--- src/rtl/mips_ctrl_pkg.sv ---
// Shared encodings for the multi-cycle MIPS control unit: state codes,
// opcodes, datapath select encodings and the bundled control word.
package mips_ctrl_pkg;

    // State encodings (debug-visible on the State port)
    localparam logic [3:0] ST_FETCH   = 4'd0;
    localparam logic [3:0] ST_DECODE  = 4'd1;
    localparam logic [3:0] ST_MEMADR  = 4'd2;
    localparam logic [3:0] ST_MEMRD   = 4'd3;
    localparam logic [3:0] ST_MEMWB   = 4'd4;
    localparam logic [3:0] ST_MEMWR   = 4'd5;
    localparam logic [3:0] ST_EXEC    = 4'd6;
    localparam logic [3:0] ST_RWB     = 4'd7;
    localparam logic [3:0] ST_BRANCH  = 4'd8;
    localparam logic [3:0] ST_JUMP    = 4'd9;
    localparam logic [3:0] ST_ADDIEX  = 4'd10;
    localparam logic [3:0] ST_ADDIWB  = 4'd11;
    localparam logic [3:0] ST_ILLEGAL = 4'd12;

    typedef enum logic [3:0] {
        FETCH   = ST_FETCH,
        DECODE  = ST_DECODE,
        MEMADR  = ST_MEMADR,
        MEMRD   = ST_MEMRD,
        MEMWB   = ST_MEMWB,
        MEMWR   = ST_MEMWR,
        EXEC    = ST_EXEC,
        RWB     = ST_RWB,
        BRANCH  = ST_BRANCH,
        JUMP    = ST_JUMP,
        ADDIEX  = ST_ADDIEX,
        ADDIWB  = ST_ADDIWB,
        ILLEGAL = ST_ILLEGAL
    } state_e;

    // Opcodes (IR[31:26])
    localparam logic [5:0] OP_RTYPE = 6'b000000;
    localparam logic [5:0] OP_LW    = 6'b100011;
    localparam logic [5:0] OP_SW    = 6'b101011;
    localparam logic [5:0] OP_BEQ   = 6'b000100;
    localparam logic [5:0] OP_J     = 6'b000010;
    localparam logic [5:0] OP_ADDI  = 6'b001000;

    // ALU operation select
    localparam logic [1:0] ALUOP_ADD   = 2'b00;
    localparam logic [1:0] ALUOP_SUB   = 2'b01;
    localparam logic [1:0] ALUOP_FUNCT = 2'b10;

    // ALU B-operand select
    localparam logic [1:0] SRCB_B      = 2'b00;
    localparam logic [1:0] SRCB_FOUR   = 2'b01;
    localparam logic [1:0] SRCB_IMM    = 2'b10;
    localparam logic [1:0] SRCB_IMM_SH = 2'b11;

    // Next-PC source select
    localparam logic [1:0] PCSRC_ALU    = 2'b00;
    localparam logic [1:0] PCSRC_ALUOUT = 2'b01;
    localparam logic [1:0] PCSRC_JUMP   = 2'b10;

    // Every control output of the unit, bundled for the decode stage
    typedef struct packed {
        logic       pc_write;
        logic       ir_write;
        logic       reg_write;
        logic       mem_read;
        logic       mem_write;
        logic       iord;
        logic       reg_dst;
        logic       mem_to_reg;
        logic       alu_src_a;
        logic [1:0] alu_src_b;
        logic [1:0] alu_op;
        logic [1:0] pc_source;
        logic       illegal;
        logic       instr_done;
    } ctrl_t;

    localparam int CTRL_W = $bits(ctrl_t);

    // Control word with every enable and select at its inactive value
    localparam ctrl_t CTRL_IDLE = '0;

    // Successor of DECODE for a given opcode; unsupported opcodes trap
    function automatic state_e dispatch(input logic [5:0] opcode);
        state_e nxt;
        case (opcode)
            OP_RTYPE: nxt = EXEC;
            OP_LW:    nxt = MEMADR;
            OP_SW:    nxt = MEMADR;
            OP_BEQ:   nxt = BRANCH;
            OP_J:     nxt = JUMP;
            OP_ADDI:  nxt = ADDIEX;
            default:  nxt = ILLEGAL;
        endcase
        return nxt;
    endfunction

endpackage

--- src/rtl/multicycle_ctrl_decode.sv ---
// Combinational output decode: current state plus the MemReady/ALUZero
// handshakes map to the full datapath control word.
module multicycle_ctrl_decode
    import mips_ctrl_pkg::*;
(
    input  logic [3:0]        state,
    input  logic              mem_ready,
    input  logic              alu_zero,
    output logic [CTRL_W-1:0] ctrl_bits
);

    ctrl_t ctrl_s;

    assign ctrl_bits = ctrl_s;

    // Per-state control word; unlisted fields stay at their idle value
    always_comb begin
        ctrl_s = CTRL_IDLE;
        case (state)
            ST_FETCH: begin
                ctrl_s.mem_read  = 1'b1;
                ctrl_s.iord      = 1'b0;
                ctrl_s.alu_src_a = 1'b0;
                ctrl_s.alu_src_b = SRCB_FOUR;
                ctrl_s.alu_op    = ALUOP_ADD;
                ctrl_s.pc_source = PCSRC_ALU;
                // IR and PC latch only when the instruction word arrives
                if (mem_ready) begin
                    ctrl_s.ir_write = 1'b1;
                    ctrl_s.pc_write = 1'b1;
                end else begin
                    ctrl_s.ir_write = 1'b0;
                    ctrl_s.pc_write = 1'b0;
                end
            end
            ST_DECODE: begin
                // Speculative branch target: PC + (imm << 2)
                ctrl_s.alu_src_a = 1'b0;
                ctrl_s.alu_src_b = SRCB_IMM_SH;
                ctrl_s.alu_op    = ALUOP_ADD;
            end
            ST_MEMADR: begin
                ctrl_s.alu_src_a = 1'b1;
                ctrl_s.alu_src_b = SRCB_IMM;
                ctrl_s.alu_op    = ALUOP_ADD;
            end
            ST_MEMRD: begin
                ctrl_s.mem_read = 1'b1;
                ctrl_s.iord     = 1'b1;
            end
            ST_MEMWB: begin
                ctrl_s.reg_dst    = 1'b0;
                ctrl_s.mem_to_reg = 1'b1;
                ctrl_s.reg_write  = 1'b1;
                ctrl_s.instr_done = 1'b1;
            end
            ST_MEMWR: begin
                ctrl_s.mem_write = 1'b1;
                ctrl_s.iord      = 1'b1;
                // Store retires in the cycle the memory accepts it
                if (mem_ready) begin
                    ctrl_s.instr_done = 1'b1;
                end else begin
                    ctrl_s.instr_done = 1'b0;
                end
            end
            ST_EXEC: begin
                ctrl_s.alu_src_a = 1'b1;
                ctrl_s.alu_src_b = SRCB_B;
                ctrl_s.alu_op    = ALUOP_FUNCT;
            end
            ST_RWB: begin
                ctrl_s.reg_dst    = 1'b1;
                ctrl_s.mem_to_reg = 1'b0;
                ctrl_s.reg_write  = 1'b1;
                ctrl_s.instr_done = 1'b1;
            end
            ST_BRANCH: begin
                ctrl_s.alu_src_a  = 1'b1;
                ctrl_s.alu_src_b  = SRCB_B;
                ctrl_s.alu_op     = ALUOP_SUB;
                ctrl_s.pc_source  = PCSRC_ALUOUT;
                ctrl_s.instr_done = 1'b1;
                // Taken only when the operands compare equal
                if (alu_zero) begin
                    ctrl_s.pc_write = 1'b1;
                end else begin
                    ctrl_s.pc_write = 1'b0;
                end
            end
            ST_JUMP: begin
                ctrl_s.pc_source  = PCSRC_JUMP;
                ctrl_s.pc_write   = 1'b1;
                ctrl_s.instr_done = 1'b1;
            end
            ST_ADDIEX: begin
                ctrl_s.alu_src_a = 1'b1;
                ctrl_s.alu_src_b = SRCB_IMM;
                ctrl_s.alu_op    = ALUOP_ADD;
            end
            ST_ADDIWB: begin
                ctrl_s.reg_dst    = 1'b0;
                ctrl_s.mem_to_reg = 1'b0;
                ctrl_s.reg_write  = 1'b1;
                ctrl_s.instr_done = 1'b1;
            end
            ST_ILLEGAL: begin
                ctrl_s.illegal = 1'b1;
            end
            default: begin
                // Unreachable encodings drive nothing
                ctrl_s = CTRL_IDLE;
            end
        endcase
    end

endmodule

--- src/rtl/multicycle_controller.sv ---
// Multi-cycle MIPS control unit: state register and next-state logic;
// output decoding lives in multicycle_ctrl_decode.
module multicycle_controller
    import mips_ctrl_pkg::*;
(
    input  logic       Clk,
    input  logic       Rst,
    input  logic [5:0] Opcode,
    input  logic       ALUZero,
    input  logic       MemReady,
    output logic       PCWrite,
    output logic       IRWrite,
    output logic       RegWrite,
    output logic       MemRead,
    output logic       MemWrite,
    output logic       IorD,
    output logic       RegDst,
    output logic       MemtoReg,
    output logic       ALUSrcA,
    output logic [1:0] ALUSrcB,
    output logic [1:0] ALUOp,
    output logic [1:0] PCSource,
    output logic       Illegal,
    output logic       InstrDone,
    output logic [3:0] State
);

    state_e            state_r;
    state_e            state_next_s;
    logic [CTRL_W-1:0] ctrl_bits_s;
    ctrl_t             ctrl_s;

    // State register; reset is asynchronous so an in-flight access is abandoned at once
    always_ff @(posedge Clk or posedge Rst) begin
        if (Rst) begin
            state_r <= FETCH;
        end else begin
            state_r <= state_next_s;
        end
    end

    // Next-state logic; memory states hold until the access completes
    always_comb begin
        state_next_s = FETCH;
        case (state_r)
            FETCH: begin
                if (MemReady) begin
                    state_next_s = DECODE;
                end else begin
                    state_next_s = FETCH;
                end
            end
            DECODE: begin
                state_next_s = dispatch(Opcode);
            end
            MEMADR: begin
                if (Opcode == OP_LW) begin
                    state_next_s = MEMRD;
                end else begin
                    state_next_s = MEMWR;
                end
            end
            MEMRD: begin
                if (MemReady) begin
                    state_next_s = MEMWB;
                end else begin
                    state_next_s = MEMRD;
                end
            end
            MEMWR: begin
                if (MemReady) begin
                    state_next_s = FETCH;
                end else begin
                    state_next_s = MEMWR;
                end
            end
            EXEC:    state_next_s = RWB;
            ADDIEX:  state_next_s = ADDIWB;
            MEMWB:   state_next_s = FETCH;
            RWB:     state_next_s = FETCH;
            BRANCH:  state_next_s = FETCH;
            JUMP:    state_next_s = FETCH;
            ADDIWB:  state_next_s = FETCH;
            ILLEGAL: state_next_s = FETCH;
            default: state_next_s = FETCH;
        endcase
    end

    multicycle_ctrl_decode u_decode (
        .state     (state_r),
        .mem_ready (MemReady),
        .alu_zero  (ALUZero),
        .ctrl_bits (ctrl_bits_s)
    );

    assign ctrl_s = ctrl_t'(ctrl_bits_s);

    // Port drive; architectural writes are suppressed while reset is held
    always_comb begin
        MemRead   = ctrl_s.mem_read;
        IorD      = ctrl_s.iord;
        RegDst    = ctrl_s.reg_dst;
        MemtoReg  = ctrl_s.mem_to_reg;
        ALUSrcA   = ctrl_s.alu_src_a;
        ALUSrcB   = ctrl_s.alu_src_b;
        ALUOp     = ctrl_s.alu_op;
        PCSource  = ctrl_s.pc_source;
        Illegal   = ctrl_s.illegal;
        InstrDone = ctrl_s.instr_done;
        if (Rst) begin
            PCWrite  = 1'b0;
            IRWrite  = 1'b0;
            RegWrite = 1'b0;
            MemWrite = 1'b0;
            State    = 4'd0;
        end else begin
            PCWrite  = ctrl_s.pc_write;
            IRWrite  = ctrl_s.ir_write;
            RegWrite = ctrl_s.reg_write;
            MemWrite = ctrl_s.mem_write;
            State    = state_r;
        end
    end

endmodule
--- config.mk ---
export PLATFORM = sky130hd
export DESIGN_NAME = multicycle_controller
export DESIGN_NICKNAME = d
export VERILOG_FILES = /design/src/rtl/mips_ctrl_pkg.sv /design/src/rtl/multicycle_ctrl_decode.sv /design/src/rtl/multicycle_controller.sv
export SDC_FILE = /design/constraint.sdc
export NUM_CORES = 1
export LEC_CHECK = 0
export CORE_UTILIZATION = 34
export DETAILED_ROUTE_END_ITERATION = 10
export PLACE_DENSITY_LB_ADDON = 0.08
export SETUP_SLACK_MARGIN = 0.2
export SLEW_MARGIN = 20
export SYNTH_ARGS = -nofsm -noshare
export SYNTH_HDL_FRONTEND = slang
export SYNTH_SLANG_ARGS = --single-unit
--- constraint.sdc ---
create_clock -name Clk -period 1.4 [get_ports Clk]
set_input_delay 0.35 -clock Clk [delete_from_list [all_inputs] [get_ports Clk]]
set_output_delay 0.35 -clock Clk [all_outputs]
set_load 0.01 [all_outputs]
==> results.toml, run 1 <==
[status]
error = "[ERROR DPL-0038] Utilization greater than 100%, impossible to legalize"
haltStage = "5_1_grt"
status = "stopped before the end"

[yosys]
synthFlopType = "dfrtp_1"
syn_area_per_cell_um2 = 6.56
netlist_instances = 86
ys_seq_elements = 4
yosys_warnings = 0
synthArstFlopShare = 1.00
syn_nets = 96
synth_top_area_cell = "dfrtp_1"
yosys-top-cells-area = "dfrtp_1 (18%), o21ai_0 (7.1%), nor2_1 (6.7%), nor2b_1 (6.7%), nor3_1 (6.2%)"
yosysTopAreaCellShare = 0.177
synth.cell_area_um2 = 564
synth_cell_types = 33
ys_seq_area_frac = 0.177
synth_edf_count = 0

[clocking]
cts_sinks = 4
cts_max_level = 1
cts_made_buffers = 3
root_buffer = "clkbuf_4"
cts_hold_buf = 0
clk_path_buf_depth = 2

[global_routing]
grt_max_degree = 8

[die]
die_h_um = 42.7
rows = 14
start_util = 0.370
chipWidth_um = 42.7
io_pins = 31

[timing]
worstEndpointGrtRepair = "RegWrite"
endpoint_type = "top-level output"

[place]
hpwl_mm = 1.63
portBuffers = 30
routabilityCongestion = 0.862
place_area_um2 = 1170
-- stage by stage --
stage / setup WS (ns) / std cells / TNS, ns
after floorplan: -0.0324 / 86 / -0.0595
after global placement: -0.842 / 157 / -12.24
after detailed placement: -0.884 / 157 / -12.56
after CTS: -0.368 / 179 / -4.63
-- synthesized netlist by cell type (all sizes together), types with 2 or more instances --
master / instances
o211ai: 2
inv: 3
nor4: 2
nor2b: 6
a21oi: 4
nor3: 7
clkbuf: 3
or3: 3
and3: 2
nand3: 2
nand2: 8
dfrtp: 4
o21ai: 8
a211o: 2
nand2b: 3
nor2: 10
buf: 5
-- kinds of logic after synthesis --
logic type | after synthesis | share of synthesized area
and+or+nand+nor | 47 | 0.443
AOI/OAI and AO/OA | 21 | 0.246
buffers and inverters | 11 | 0.0820
DFF | 4 | 0.177
xor gates and xnor gates | 2 | 0.0310
muxes | 1 | 0.0200
-- repair_timing --
action                     in CTS
gates cloned                    2
setup endpoints to repair      25
pin swaps                      15
gates resized for setup       152
buffers inserted               17
==> run 2: changes to the inputs <==
CORE_AREA = 2 2 63 65   (was default)
CORE_UTILIZATION = default   (was 34)
DIE_AREA = 0 0 65 67   (was default)
PLACE_DENSITY_LB_ADDON = 0.15   (was 0.08)
SETUP_SLACK_MARGIN = default   (was 0.2)
clock period = 1.8 ns   (was 1.4 ns; I/O delays follow)
==> run 2 against run 1 <==
  * Synthesized cell count did not move
  * Synthesized area did not move
  * The flow now finishes, with violations (setup timing)
==> results.toml, run 2 <==
[status]
status = "finished, violations left"
failed_checks = "setup timing"

[yosys]
netlist_instances = 86
syn_area_per_cell_um2 = 6.56
yosys_warnings = 0
synthArstFlopShare = 1.00
synthFlopType = "dfrtp_1"
synth_common_cells = "nor2_1 (10), nand2_1 (8), o21ai_0 (8), nor3_1 (7), nor2b_1 (6)"
syn_nets = 96
yosys-top-cells-area = "dfrtp_1 (18%), o21ai_0 (7.1%), nor2_1 (6.7%), nor2b_1 (6.7%), nor3_1 (6.2%)"
ys_seq_area_frac = 0.177
ys_seq_elements = 4
synth_edf_count = 0
synth_cell_types = 33
synth_most_common_cell = "nor2_1"
synth.cell_area_um2 = 564
synth_top_area_cell = "dfrtp_1"
yosysTopAreaCellShare = 0.177

[global_routing]
grt_pass1_vias = 881
grt_overflow = 0
grt_max_degree = 11
antenna_found_initial = 0
grt_pass1_wl_mm = 4.03
grtUsageTotal = 0.119

[clocking]
cts_tree = "done"
cts_max_level = 1
cts_made_buffers = 3
clk_latency_ns = 0.22
clkTransAtPathRegs_ns = 0.03
cts_sinks = 4
clk_path_buf_depth = 2
root_buffer = "clkbuf_8"

[timing]
final.period_utilization = 1.01
relSlewSlack = 0.813
hold_viol = 0
rsz0062_at_grt = "true"
fin_skew_ns = 0.00381
slew_viol_final = 0
worstMarginPinSlew_ns = 0.280
setup_viol = 3
fmax_mhz = 548
fin_ws_ns = -0.0257
fin_crit_ns = 1.83

[power]
p_sw_frac = 0.410
clockPowerShare = 0.133
seqPwrFrac = 0.112
comb_power_share = 0.756
vdd_drop_max_mv = 0.509
power.density_nw_per_um2 = 1160
p_sw_uw = 588
internal_power_uw = 846
p_leak_nw = 0.594

[place]
hpwl_mm = 1.83
routabilityCongestion = 0.745
portBuffers = 30
placed_cells = 188
post-place-ws_ns = -0.769

[die]
chipWidth_um = 65
core-area_um2 = 3610
io_pins = 31
start_util = 0.156
dieArea_um2 = 4360
rows = 22
die_h_um = 67

[job]
max_cap_viol_count = 0

[detailed_routing]
routedWlPerCell_um = 12.1
drc_errors = 0
drtIter0Drc = 40
routed_wl_mm = 2.37
vias = 837
drtPass1Iterations = 4
avgViaCountPerCell = 4.27
ant_nets = 0

[final_layout]
stdcell_count = 196
drive_gt1_frac = 0.493
largest_reg_flops = 4
finalNetCount = 160
top_regs = "state_r (4)"
final_common_cell = "buf_4"
antenna_cells = 0
layout_common_cells = "buf_4 (28), nor2_1 (10), buf_2 (10)"
area_growth_pct = 119
regMostFlops = "state_r"
fin_util = 0.343

[critical_path]
r2r-start = "state_r[0]$_DFF_PP0_"
critPathLaunchType = "register"
cp.arrival_ns = 1.38
rr_endpoint = "state_r[2]$_DFF_PP0_"
worstSetupPathType = "reg2out"
crit_fanout = 4
worst-r2r-cell-count = 6
reg2reg_slack_ns = 0.10
worstPathRequired_ns = 1.35
crit_path_end_kind = "output port"

[hold_path]
hold_path.class = "in2async"
[run 2: cell counts after synthesis]
No cell type changed its count.
[run 2: cells by family (layout without fill, tap and decap cells)]
logic type                count (synthesis)  count (layout)  synth area share
AOI/OAI and AO/OA                        21              21             0.246
xor gates and xnor gates                  2               2            0.0310
buffers and inverters                    11              73            0.0820
DFF                                       4               4             0.177
muxes                                     1               1            0.0200
and+or+nand+nor                          47              47             0.443
[run 2: layer usage]
layer  track usage  vias to the layer above  share of wire
met5             0                        -              0
met4        0.0239                        0         0.0055
met3        0.0338                        2          0.060
met2         0.216                       25           0.49
met1         0.138                      376           0.44
li1              -                      434              -
[run 2: through the flow]
| stage | power [mW] | hold slack (ns) | cell area (um^2) | TNS, ns |
|---|---|---|---|---|
| final | 1.43 | 0.512 | 1240 | -0.0597 |
| after global routing | 1.56 | 0.530 | 1240 | -0.407 |
| after CTS | 1.43 | 0.487 | 1230 | -0.0813 |
| after detailed placement | 1.18 | 0.596 | 1130 | -6.86 |
| after global placement | 1.18 | 0.600 | 1130 | -6.75 |
| after floorplan | 0.593 | 0.413 | 564 | 0 |
[run 2: power by group through the flow]
stage                     sequential, mW  clock (mW)  combinational [mW]
after detailed placement           0.154           0                1.03
after global placement             0.155           0                1.03
final                              0.160       0.190                1.08
after global routing               0.162       0.207                1.19
after CTS                          0.156       0.199                1.08
after floorplan                    0.125           0               0.469
[run 2: what timing repair did]
item	in CTS	in global routing
endpoints found under the setup margin	21	15
resized for setup	83	19
hold buffers	0	0
pin swaps	6	8
setup buffers	4	1
[run 2: final cells by class]
class / instances / area, um^2
clock buffer: 3 / 41.3
fill: 390 / 2370
inverter: 3 / 11.3
multi-input combinational: 71 / 490
sequential: 4 / 103
tap: 48 / 60.1
timing repair buffer: 67 / 531
[run 2: worst max-delay path, stage by stage (launching register included)]
cell and delay (ns):
dfrtp_2 0.43, buf_6 0.15, nor3b_4 0.20, o21ai_1 0.09, and3_1 0.15, buf_2 0.14
[run 2: worst max path at each step]
stage	from	endpoint	depth (start not counted)
CTS	state_r[0]$_DFF_PP0_	PCWrite	5
global placement	MemReady	PCWrite	5
detailed placement	MemReady	InstrDone	6
floorplan	state_r[2]$_DFF_PP0_	IRWrite	3
finish	state_r[1]$_DFF_PP0_	InstrDone	5
global route	state_r[1]$_DFF_PP0_	InstrDone	5
No activity file was read; power rests on OpenSTA's default activity.
==> variant: new RTL, config.mk and constraints of run 2 <==
Reset style: synchronous (`Rst`), changed in one clocked block. Comments in the files are not updated.
--- a/src/rtl/multicycle_controller.sv
+++ b/src/rtl/multicycle_controller.sv
@@ -31,7 +31,7 @@
     ctrl_t             ctrl_s;
 
     // State register; reset is asynchronous so an in-flight access is abandoned at once
-    always_ff @(posedge Clk or posedge Rst) begin
+    always_ff @(posedge Clk) begin
         if (Rst) begin
             state_r <= FETCH;
         end else begin
Check against the original RTL: differs if Rst is asserted again (counterexample within 4 cycles, from zero or initial values and one cycle with Rst high); with Rst held inactive, the same outputs for 10 cycles.
==> variant against run 2 <==
Routed wire length decreased by 7.0%. Setup slack gained 86 ps. Hold slack better by 170 ps. Synthesized area up 6.0%. Non-clock buffer count fell by 4. Cell count unchanged. Final area decreased by 0.51%. Sequential cell count unchanged. Critical path depth did not move.
Power is not compared: it rests on default switching activity, and its combinational part moved more than twofold at a synthesized area within 25%.
==> variant: results (changes against run 2) <==
| Metric | Value |
|---|---|
| Run status | `complete, no violations` |
| GP Congestion | `0.708 (-5.0%)` |
| Synthesized Nets | `101 (+5.2%)` |
| Total number of yosys warnings | `0 (unchanged)` |
| Biggest regs | `state_r x4` |
| Register area | `87.6 µm² (-15%)` |
| Cells after DPL | `189 (+0.53%)` |
| Clk slew on worst S/H paths | `30 ps (about the same)` |
| Fraction of layout cells with a size suffix above 1 | `0.459 (-0.0338)` |
| WL final | `2210 µm (-7.0%)` |
| Primary FF master, synth | `dfxtp_1` |
| Detailed placer's ending HPWL | `1720 µm (-5.6%)` |
| Max VDD drop | `0.000157 V` |
| Total GRT Usage | `0.106 (-0.0130)` |
| Async SR Flop Fraction | `0 (-1.00)` |
| H-tree depth | `1 (unchanged)` |
| Least-Margin Pin Slew | `324 ps (+44.0 ps)` |
| Post-Syn Area per Cell | `6.57 µm² (+0.16%)` |
| Post-synth cell types | `33 (unchanged)` |
| First-pass GRT wire length | `3710 µm (-7.9%)` |
| Largest net degree at the start of global routing | `12 (+1)` |
| Starting DRT DRC Count | `34 (-15%)` |
| Post-synth EDFFs | `0 (unchanged)` |
| Ant. Diodes | `0 (unchanged)` |
| Fin. max-slew vios | `0 (unchanged)` |
| Psw | `0.238 mW` |
| CP Max Fanout | `8 (+4)` |
| Placed instance area | `0.00114 mm² (+0.55%)` |
| Area contributors post-synth | `dfxtp_1, nor2_1, nor3_1, nand2b_1, nor2b_1` |
| CTS Root Cell | `clkbuf_8` |
| Placement Setup Slack | `-563 ps (+206 ps)` |
| Number of global-route vias before repair | `852 (-3.3%)` |
| Drt pass-1 iters | `4 (unchanged)` |
| Worst-case clock buffer depth | `2 (unchanged)` |
| Worst min path class | `register to register` |
| Worst path arrival time | `1290 ps (-90 ps)` |
| Commonest cells in the netlist | `nor2_1, nor3_1, nand2b_1, nor2b_1, a21oi_1` |
| Sequential fraction of the synthesis area | `0.134 (-0.0435)` |
| Layout Nets | `160 (unchanged)` |
| Wire per inst | `11.3 µm (-7.0%)` |
| Clock skew | `0.283 ps (-3.53 ps)` |
| IO Port Bufs | `30 (unchanged)` |
| Clock latency at the later pin of the worst-skew pair | `210 ps` |
| Initial antenna violation count | `0 (unchanged)` |
| Leakage | `0.546 nW` |
| CTS Buf Count | `3 (unchanged)` |
| FILL cells | `392 (+0.51%)` |
| Vias per cell | `4.36 (+2.0%)` |
variant: cell families (layout without fill, tap and decap cells):
kind of cell              count (synthesis)  after routing  share of synthesized area
AOI/OAI and AO/OA                        23             23                      0.257
buffers and inverters                     9             66                     0.0878
xor gates and xnor gates                  1              1                     0.0146
and+or+nand+nor                          54             54                      0.506
DFF                                       4              4                      0.134
variant: what timing repair did:
item / in CTS / in global routing
pin swaps: 2 / 1
resized for setup: 66 / 22
hold buffers: 0 / 0
buffers inserted: 4 / 0
endpoints found under the setup margin: 23 / 14
variant: power groups by stage:
stage               Combinational [mW]  Sequential [mW]  Clock (mW)
floorplan                        0.183            0.104           0
global placement                 0.393            0.108           0
detailed placement               0.397            0.108           0
CTS                              0.399            0.110       0.188
global route                     0.447            0.112       0.197
finish                           0.407            0.111       0.186
variant: layout make-up:
| type | count | share of cell area |
|---|---|---|
| timing repair buffer | 63 | 0.425 |
| sequential | 4 | 0.0712 |
| clock buffer | 3 | 0.0336 |
| tap | 48 | 0.0488 |
| multi-input combinational | 78 | 0.421 |
variant: per-layer routing:
layer  part of all wire  global-route usage  vias to the layer above
met5                  0                   0                        -
met4             0.0063              0.0319                        0
met3              0.042              0.0101                        2
met2               0.51               0.205                       24
met1               0.44               0.122                      387
li1                   -                   -                      441
variant: final timing paths:
check	slack (ps)	startpoint	depth (start not counted)	end
worst min register to register	680	state_r[2]	3	state_r[3]
worst min-delay path	680	state_r[2]	3	state_r[3]
worst max register to register	250	state_r[3]	6	state_r[0]
worst max-delay path	60	state_r[0]	5	PCWrite
variant: critical path, stage by stage, from the launching register on:
cell and delay (ps):
dfxtp_4 360, buf_6 120, o21a_1 110, a21oi_1 40, nor4_1 270, buf_2 180
